**config.mk**
```make
export PLATFORM = sky130hd
export DESIGN_NAME = tlc_junction_param
export DESIGN_NICKNAME = d
export VERILOG_FILES = /design/src/rtl/tlc_pkg.sv /design/src/rtl/tlc_junction_param_timer.sv /design/src/rtl/tlc_junction_param.sv
export SDC_FILE = /design/constraint.sdc
export NUM_CORES = 1
export LEC_CHECK = 0
export CELL_PAD_IN_SITES_DETAIL_PLACEMENT = 0
export CELL_PAD_IN_SITES_GLOBAL_PLACEMENT = 1
export CORE_MARGIN = 4
export CORE_UTILIZATION = 40
export DETAILED_ROUTE_END_ITERATION = 8
export PLACE_DENSITY_LB_ADDON = 0.1
export SYNTH_ARGS = -nofsm -noshare
export SYNTH_HDL_FRONTEND = slang
export SYNTH_SLANG_ARGS = --single-unit
export TNS_END_PERCENT = 10
```
**constraint.sdc**
```tcl
create_clock -name clk -period 3.2 [get_ports clk]
set_clock_uncertainty 0.15 [all_clocks]
set_input_delay 0.48 -clock clk [delete_from_list [all_inputs] [get_ports clk]]
set_output_delay 0.48 -clock clk [all_outputs]
set_load 0.1 [all_outputs]
```
**src/rtl/tlc_pkg.sv**
```systemverilog
// Shared types and helpers for the demand-actuated junction controller:
// state encoding, lamp codes, lamp decode and phase-timer width.
package tlc_pkg;

    // State encodings are fixed; state_o exposes them directly.
    typedef enum logic [3:0] {
        ST_MAIN  = 4'd0,
        ST_M2Y   = 4'd1,
        ST_TURN  = 4'd2,
        ST_TURNY = 4'd3,
        ST_AR1   = 4'd4,
        ST_SIDE  = 4'd5,
        ST_SIDEY = 4'd6,
        ST_AR2   = 4'd7,
        ST_FLASH = 4'd8
    } state_t;

    // Lamp codes, {R,Y,G}.
    localparam logic [2:0] RED = 3'b100;
    localparam logic [2:0] YEL = 3'b010;
    localparam logic [2:0] GRN = 3'b001;
    localparam logic [2:0] OFF = 3'b000;

    // All lamp drivers plus the pedestrian walk lamp.
    typedef struct packed {
        logic [2:0] m1;
        logic [2:0] m2;
        logic [2:0] mt;
        logic [2:0] s;
        logic       walk;
    } lamps_t;

    // Width needed to hold the largest (duration - 1) of all phases.
    function automatic int tlc_tw(input int a, input int b, input int c,
                                  input int d, input int e, input int f);
        int m;
        m = a;
        if (b > m) m = b;
        if (c > m) m = c;
        if (d > m) m = d;
        if (e > m) m = e;
        if (f > m) m = f;
        return $clog2(m + 1);
    endfunction

    // Lamp pattern for a given state; flash_on selects the lit half of
    // night flashing, ped_serve enables the walk lamp during SIDE.
    function automatic lamps_t tlc_decode(input state_t st, input logic flash_on,
                                          input logic ped_serve);
        lamps_t l;
        l = '{m1: RED, m2: RED, mt: RED, s: RED, walk: 1'b0};
        case (st)
            ST_MAIN:  begin l.m1 = GRN; l.m2 = GRN; end
            ST_M2Y:   begin l.m1 = GRN; l.m2 = YEL; end
            ST_TURN:  begin l.m1 = GRN; l.mt = GRN; end
            ST_TURNY: begin l.m1 = YEL; l.mt = YEL; end
            ST_SIDE:  begin l.s = GRN; l.walk = ped_serve; end
            ST_SIDEY: l.s = YEL;
            ST_FLASH: begin
                if (flash_on) begin
                    l.m1 = YEL; l.m2 = YEL; l.mt = YEL; l.s = RED;
                end else begin
                    l.m1 = OFF; l.m2 = OFF; l.mt = OFF; l.s = OFF;
                end
            end
            default: ;
        endcase
        return l;
    endfunction

endpackage

```
**src/rtl/tlc_junction_param_timer.sv**
```systemverilog
// Loadable down-counter with a zero flag; used for the phase timer and
// for the night-flash half-period counter.
module tlc_phase_timer #(
    parameter int           W       = 8,
    parameter logic [W-1:0] RST_VAL = '0
) (
    input  logic         clk,
    input  logic         rst,
    input  logic         load,
    input  logic [W-1:0] load_val,
    input  logic         dec,
    output logic         zero
);

    logic [W-1:0] count;

    // Load wins over decrement; the count holds at zero once reached.
    always_ff @(posedge clk or negedge rst) begin
        if (!rst) begin
            count <= RST_VAL;
        end else if (load) begin
            count <= load_val;
        end else if (dec && (count != '0)) begin
            count <= count - 1'b1;
        end
    end

    assign zero = (count == '0);

endmodule

```
**src/rtl/tlc_junction_param.sv**
```systemverilog
// Demand-actuated four-approach junction controller with pedestrian walk
// and night flashing. Moore FSM on the 1 Hz junction tick; lamp outputs
// are registered so they change on the same edge as the state.
// sensor_s, ped_req and night_mode are level inputs sampled every tick;
// there is no handshake, a request is simply remembered until served.
module tlc_junction_param
    import tlc_pkg::*;
#(
    parameter int T_MAIN   = 7,
    parameter int T_TURN   = 5,
    parameter int T_SIDE   = 3,
    parameter int T_YEL    = 2,
    parameter int T_ALLRED = 1,
    parameter int T_FLASH  = 1
) (
    input  logic       clk,
    input  logic       rst,
    input  logic       sensor_s,
    input  logic       ped_req,
    input  logic       night_mode,
    output logic [2:0] light_M1,
    output logic [2:0] light_M2,
    output logic [2:0] light_MT,
    output logic [2:0] light_S,
    output logic       ped_walk,
    output logic [3:0] state_o
);

    localparam int TW = tlc_tw(T_MAIN, T_TURN, T_SIDE, T_YEL, T_ALLRED, T_FLASH);

    localparam logic [TW-1:0] L_MAIN   = TW'(T_MAIN - 1);
    localparam logic [TW-1:0] L_TURN   = TW'(T_TURN - 1);
    localparam logic [TW-1:0] L_SIDE   = TW'(T_SIDE - 1);
    localparam logic [TW-1:0] L_YEL    = TW'(T_YEL - 1);
    localparam logic [TW-1:0] L_ALLRED = TW'(T_ALLRED - 1);
    localparam logic [TW-1:0] L_FLASH  = TW'(T_FLASH - 1);

    state_t  state, state_nx;
    logic    flash, flash_nx;
    logic    dem_side, dem_ped, ped_serve;
    logic    dem_side_nx, dem_ped_nx, ped_serve_nx;
    lamps_t  lamps_q;

    logic    tmr_zero, tmr_load;
    logic    fl_zero, fl_load;
    logic [TW-1:0] tmr_val;
    logic    demand, enter_side;

    // Timer reload value for the state being entered.
    function automatic logic [TW-1:0] load_for(input state_t s);
        case (s)
            ST_MAIN:                    return L_MAIN;
            ST_TURN:                    return L_TURN;
            ST_SIDE:                    return L_SIDE;
            ST_M2Y, ST_TURNY, ST_SIDEY: return L_YEL;
            ST_AR1, ST_AR2:             return L_ALLRED;
            default:                    return '0;
        endcase
    endfunction

    assign demand     = dem_side | dem_ped | sensor_s | ped_req;
    assign enter_side = (state == ST_AR1) && tmr_zero && demand;

    // Next-state and flash-phase selection.
    always_comb begin
        state_nx = state;
        flash_nx = flash;
        case (state)
            ST_MAIN:  if (tmr_zero) state_nx = ST_M2Y;
            ST_M2Y:   if (tmr_zero) state_nx = ST_TURN;
            ST_TURN:  if (tmr_zero) state_nx = ST_TURNY;
            ST_TURNY: if (tmr_zero) state_nx = ST_AR1;
            ST_AR1: begin
                if (tmr_zero) begin
                    if (demand) begin
                        state_nx = ST_SIDE;
                    end else if (night_mode) begin
                        state_nx = ST_FLASH;
                        flash_nx = 1'b1;
                    end else begin
                        state_nx = ST_MAIN;
                    end
                end
            end
            ST_SIDE:  if (tmr_zero) state_nx = ST_SIDEY;
            ST_SIDEY: if (tmr_zero) state_nx = ST_AR2;
            ST_AR2: begin
                if (tmr_zero) begin
                    if (night_mode) begin
                        state_nx = ST_FLASH;
                        flash_nx = 1'b1;
                    end else begin
                        state_nx = ST_MAIN;
                    end
                end
            end
            ST_FLASH: begin
                if (fl_zero) begin
                    if (night_mode) begin
                        flash_nx = ~flash;
                    end else begin
                        state_nx = ST_AR2;
                        flash_nx = 1'b0;
                    end
                end
            end
            default: begin
                state_nx = ST_MAIN;
                flash_nx = 1'b0;
            end
        endcase
    end

    // Demand latches: set in any state, cleared on the SIDE-entry edge
    // (clear beats a simultaneous set); ped_serve captured on that edge.
    always_comb begin
        dem_side_nx  = enter_side ? 1'b0 : (dem_side | sensor_s);
        dem_ped_nx   = enter_side ? 1'b0 : (dem_ped | ped_req);
        ped_serve_nx = enter_side ? (dem_ped | ped_req) : ped_serve;
    end

    // Timer strobes: reload on every state change, otherwise count down.
    always_comb begin
        tmr_load = (state_nx != state);
        tmr_val  = load_for(state_nx);
        fl_load  = (state_nx == ST_FLASH) && ((state != ST_FLASH) || fl_zero);
    end

    tlc_phase_timer #(.W(TW), .RST_VAL(L_MAIN)) u_phase_timer (
        .clk      (clk),
        .rst      (rst),
        .load     (tmr_load),
        .load_val (tmr_val),
        .dec      (~tmr_load),
        .zero     (tmr_zero)
    );

    tlc_phase_timer #(.W(TW), .RST_VAL('0)) u_flash_timer (
        .clk      (clk),
        .rst      (rst),
        .load     (fl_load),
        .load_val (L_FLASH),
        .dec      (~fl_load),
        .zero     (fl_zero)
    );

    // FSM state, flags and registered lamp outputs.
    always_ff @(posedge clk or negedge rst) begin
        if (!rst) begin
            state     <= ST_MAIN;
            flash     <= 1'b0;
            dem_side  <= 1'b0;
            dem_ped   <= 1'b0;
            ped_serve <= 1'b0;
            lamps_q   <= tlc_decode(ST_MAIN, 1'b0, 1'b0);
        end else begin
            state     <= state_nx;
            flash     <= flash_nx;
            dem_side  <= dem_side_nx;
            dem_ped   <= dem_ped_nx;
            ped_serve <= ped_serve_nx;
            lamps_q   <= tlc_decode(state_nx, flash_nx, ped_serve_nx);
        end
    end

    assign light_M1 = lamps_q.m1;
    assign light_M2 = lamps_q.m2;
    assign light_MT = lamps_q.mt;
    assign light_S  = lamps_q.s;
    assign ped_walk = lamps_q.walk;
    assign state_o  = state;

endmodule

```
==> impl_results.md <==
* Antenna-violating nets left at 0
* Clock Tree Buf Depth at 2
* Req. time, crit path at roughly 3.3 ns
* Most used standard cell by instance count after synthesis: dfrtp_1
* Starting Density at 41.4%
* Setup TNS at 0 ns
* Dominant cells by area after synthesis: dfrtp_1 (38%), dfstp_2 (11%), nor2_1 (4.1%)
* Overflow left after global routing at 0
* Setup bufs post-CTS at 0
* Crit path max fanout at 9
* Vias in the first global route at 1027
* Drt wl/cell at 14.1 um
* Primary FF master, synth: dfrtp_1
* Worst Tran Pin Value at between 0.6 and 0.7 ns
* First-pass GRT wire length at 4820 um
* Clock root buffer: clkbuf_4
* Setup CP Type: register to register
* Largest net degree at the start of global routing at 28
* CTS Buf Count at 3
* Die height at ~67 um
* DIE AREA at ~4500 um2
* Worst path arrival time at 2.63 ns
* Crit-path max cell delay at ~0.43 ns
* Syn avg cell area at roughly 10 um2
* Yosys warns at 0
* Nets at between 150 and 200
* Global placer's final weighted congestion at around 0.75
* # diodes at 0
* Hold crit path type: input pin to asynchronous set/reset pin
* IO Pins at 22
* Total GRT Usage at about 14%
* Async set or reset register ratio after synthesis at 100%
* Vias at around 1000
* Net Count, Synth at 141
* Fillcell total at approximately 330
* Post-CTS sizing at 0
* # setup viols final at 0
* # hold bufs at CTS at 0
* Synth Register Bits at 27
* Max-Cap Viols at 0
* Worst skew pair latency at around 0.32 ns
* Mapped Cells at about 130
* Layout Cells excl Fill at 203
* Setup crit end kind: register
* Initial antenna violation count at 0
* CTS sink cnt at 27
* Via-to-Cell Ratio at around 5
* Max-slew violation count at 0
* Fmax achieved at 400 MHz
* Top Family by Delay on Critical Path: simple AND/OR/NAND/NOR gates
* Register area share after synthesis at ~50%
* Startpoint types: register
* Row count at 21
* Post-synth top area share at between 30% and 40%
* EDFF count, synth at 0
* Area of the multi-input gates at ~640 um2
* Clock transition at the registers of the reported paths at between 0.1 and 0.15 ns
* Cell Area, Synth at 1380 um2
* CP max-delay cell: a221oi_4
* H-tree levels at 1
* Core area at around 3300 um2
* CP Buf/Inv Count at 2
* Register area at 683 um2
* Fin crit share at between 70% and 80%
* RSZ-0062 raised after global routing: false
* Area Growth Syn to Fin at 19.0%
* CP Cell Sequence: inv_1 -> ha_1 -> nor2b_1 -> buf_4 -> nand2_1 -> a221oi_4 -> nand3b_1 -> a21oi_1 -> mux2_2
* TritonCTS clock tree: done
* Cell count after placement at between 150 and 200
* Die X at around 67 um
* TritonRoute pass-1 iters at 4
* Drc violations at 0
* Layout cells sized above 1 at 28.7%
* DRT iter0 DRCs at 58
* Post-synth top area cell: dfrtp_1
* Fin. Hold Viols at 0
* Overall routed net length at around 2900 um
* Status: finished clean
* Min Clock Period, post-route at roughly 2.5 ns
* Library cells used by synthesis at between 40 and 50
* DP HPWL at between 2000 and 2500 um
* Rel. slew slack at ~58%
* # port buffers at 21
* Most frequent cells after synthesis: dfrtp_1 (21), nor2_1 (15), nand2_1 (11), inv_1 (10), o21ai_0 (9)
placed cells by master (no fill, tap or decap), drive strengths merged, types with 4 or more instances in the layout:
| cell | n |
|---|---|
| dfstp | 6 |
| a211oi | 4 |
| nor2 | 17 |
| ha | 4 |
| a21oi | 4 |
| o21ai | 11 |
| nand2 | 11 |
| buf | 21 |
| dfrtp | 21 |
| nor2b | 4 |
| inv | 11 |
| clkdlybuf4s50 | 4 |
worst paths after layout:
| kind | from | depth (start not counted) | slack [ns] | endpoint |
|---|---|---|---|---|
| worst min register to register | u_flash_timer.count[0] | 1 | 0.36 | u_flash_timer.count[0] |
| worst min-delay path | rst | 2 | 0.36 | ped_serve |
| min in group clk | u_flash_timer.count[0] | 1 | 0.36 | u_flash_timer.count[0] |
| max in group asynchronous | rst | 2 | 2.23 | light_M1[0] |
| worst max-delay path | u_phase_timer.count[0] | 9 | 0.70 | u_phase_timer.count[1] |
| worst max register to register | u_phase_timer.count[0] | 9 | 0.70 | u_phase_timer.count[1] |
per-stage QoR:
step                      setup slack, ns  utilization (%)  cell area, um2  hold WS, ns
final                               0.702             49.2            1640        0.358
after global routing                0.464             49.2            1640        0.362
after CTS                           0.690             49.2            1640        0.356
after detailed placement            0.460             48.4            1620        0.348
after global placement              0.514             48.4            1620        0.331
after floorplan                     0.498                -            1380       0.0344
worst reg2reg max path: stages (launching register included):
cell	delay, ns
dfrtp_1	0.38
inv_1	0.11
ha_1	0.19
nor2b_1	0.28
buf_4	0.24
nand2_1	0.10
a221oi_4	0.43
nand3b_1	0.23
a21oi_1	0.18
mux2_2	0.15
area by class of cell:
cell class | instances | share of cell area (%)
clock buffer | 3 | 1.37
clock inverter | 1 | 0.305
inverter | 11 | 2.51
multi-input combinational | 90 | 38.7
sequential | 27 | 41.6
tap | 46 | 3.50
timing repair buffer | 25 | 12.0
state kept, by name, indices dropped and copies added (netlist names):
signal	cells
state_o	4
light_M1	3
light_M2	3
light_MT	3
light_S	3
u_flash_timer.count	3
u_phase_timer.count	3
dem_ped	1
dem_side	1
flash	1
ped_serve	1
ped_walk	1
per-layer routing:
layer	routed length [um]	global-route usage, %	vias to the layer above	share of wire (%)
met1	1360	19.8	495	48
met4	21	4.57	0	0.74
met3	112	2.19	2	3.9
met2	1360	23.3	17	48
li1	-	-	510	-
met5	0	0	-	0
cell families (layout without fill, tap and decap cells):
family                     after synthesis  count (layout)  share of synthesized area (%)
adders and majority gates                4               4                           3.63
buffers and inverters                   15              40                           4.44
and+or+nand+nor                         47              47                           19.6
xor gates and xnor gates                 3               3                           1.90
DFF                                     27              27                           49.5
muxes                                    4               4                           2.99
AOI/OAI and AO/OA                       32              32                           18.0
Power is not shown: default switching activity piles up to over one toggle a cycle in this logic, so the estimate is an artifact.
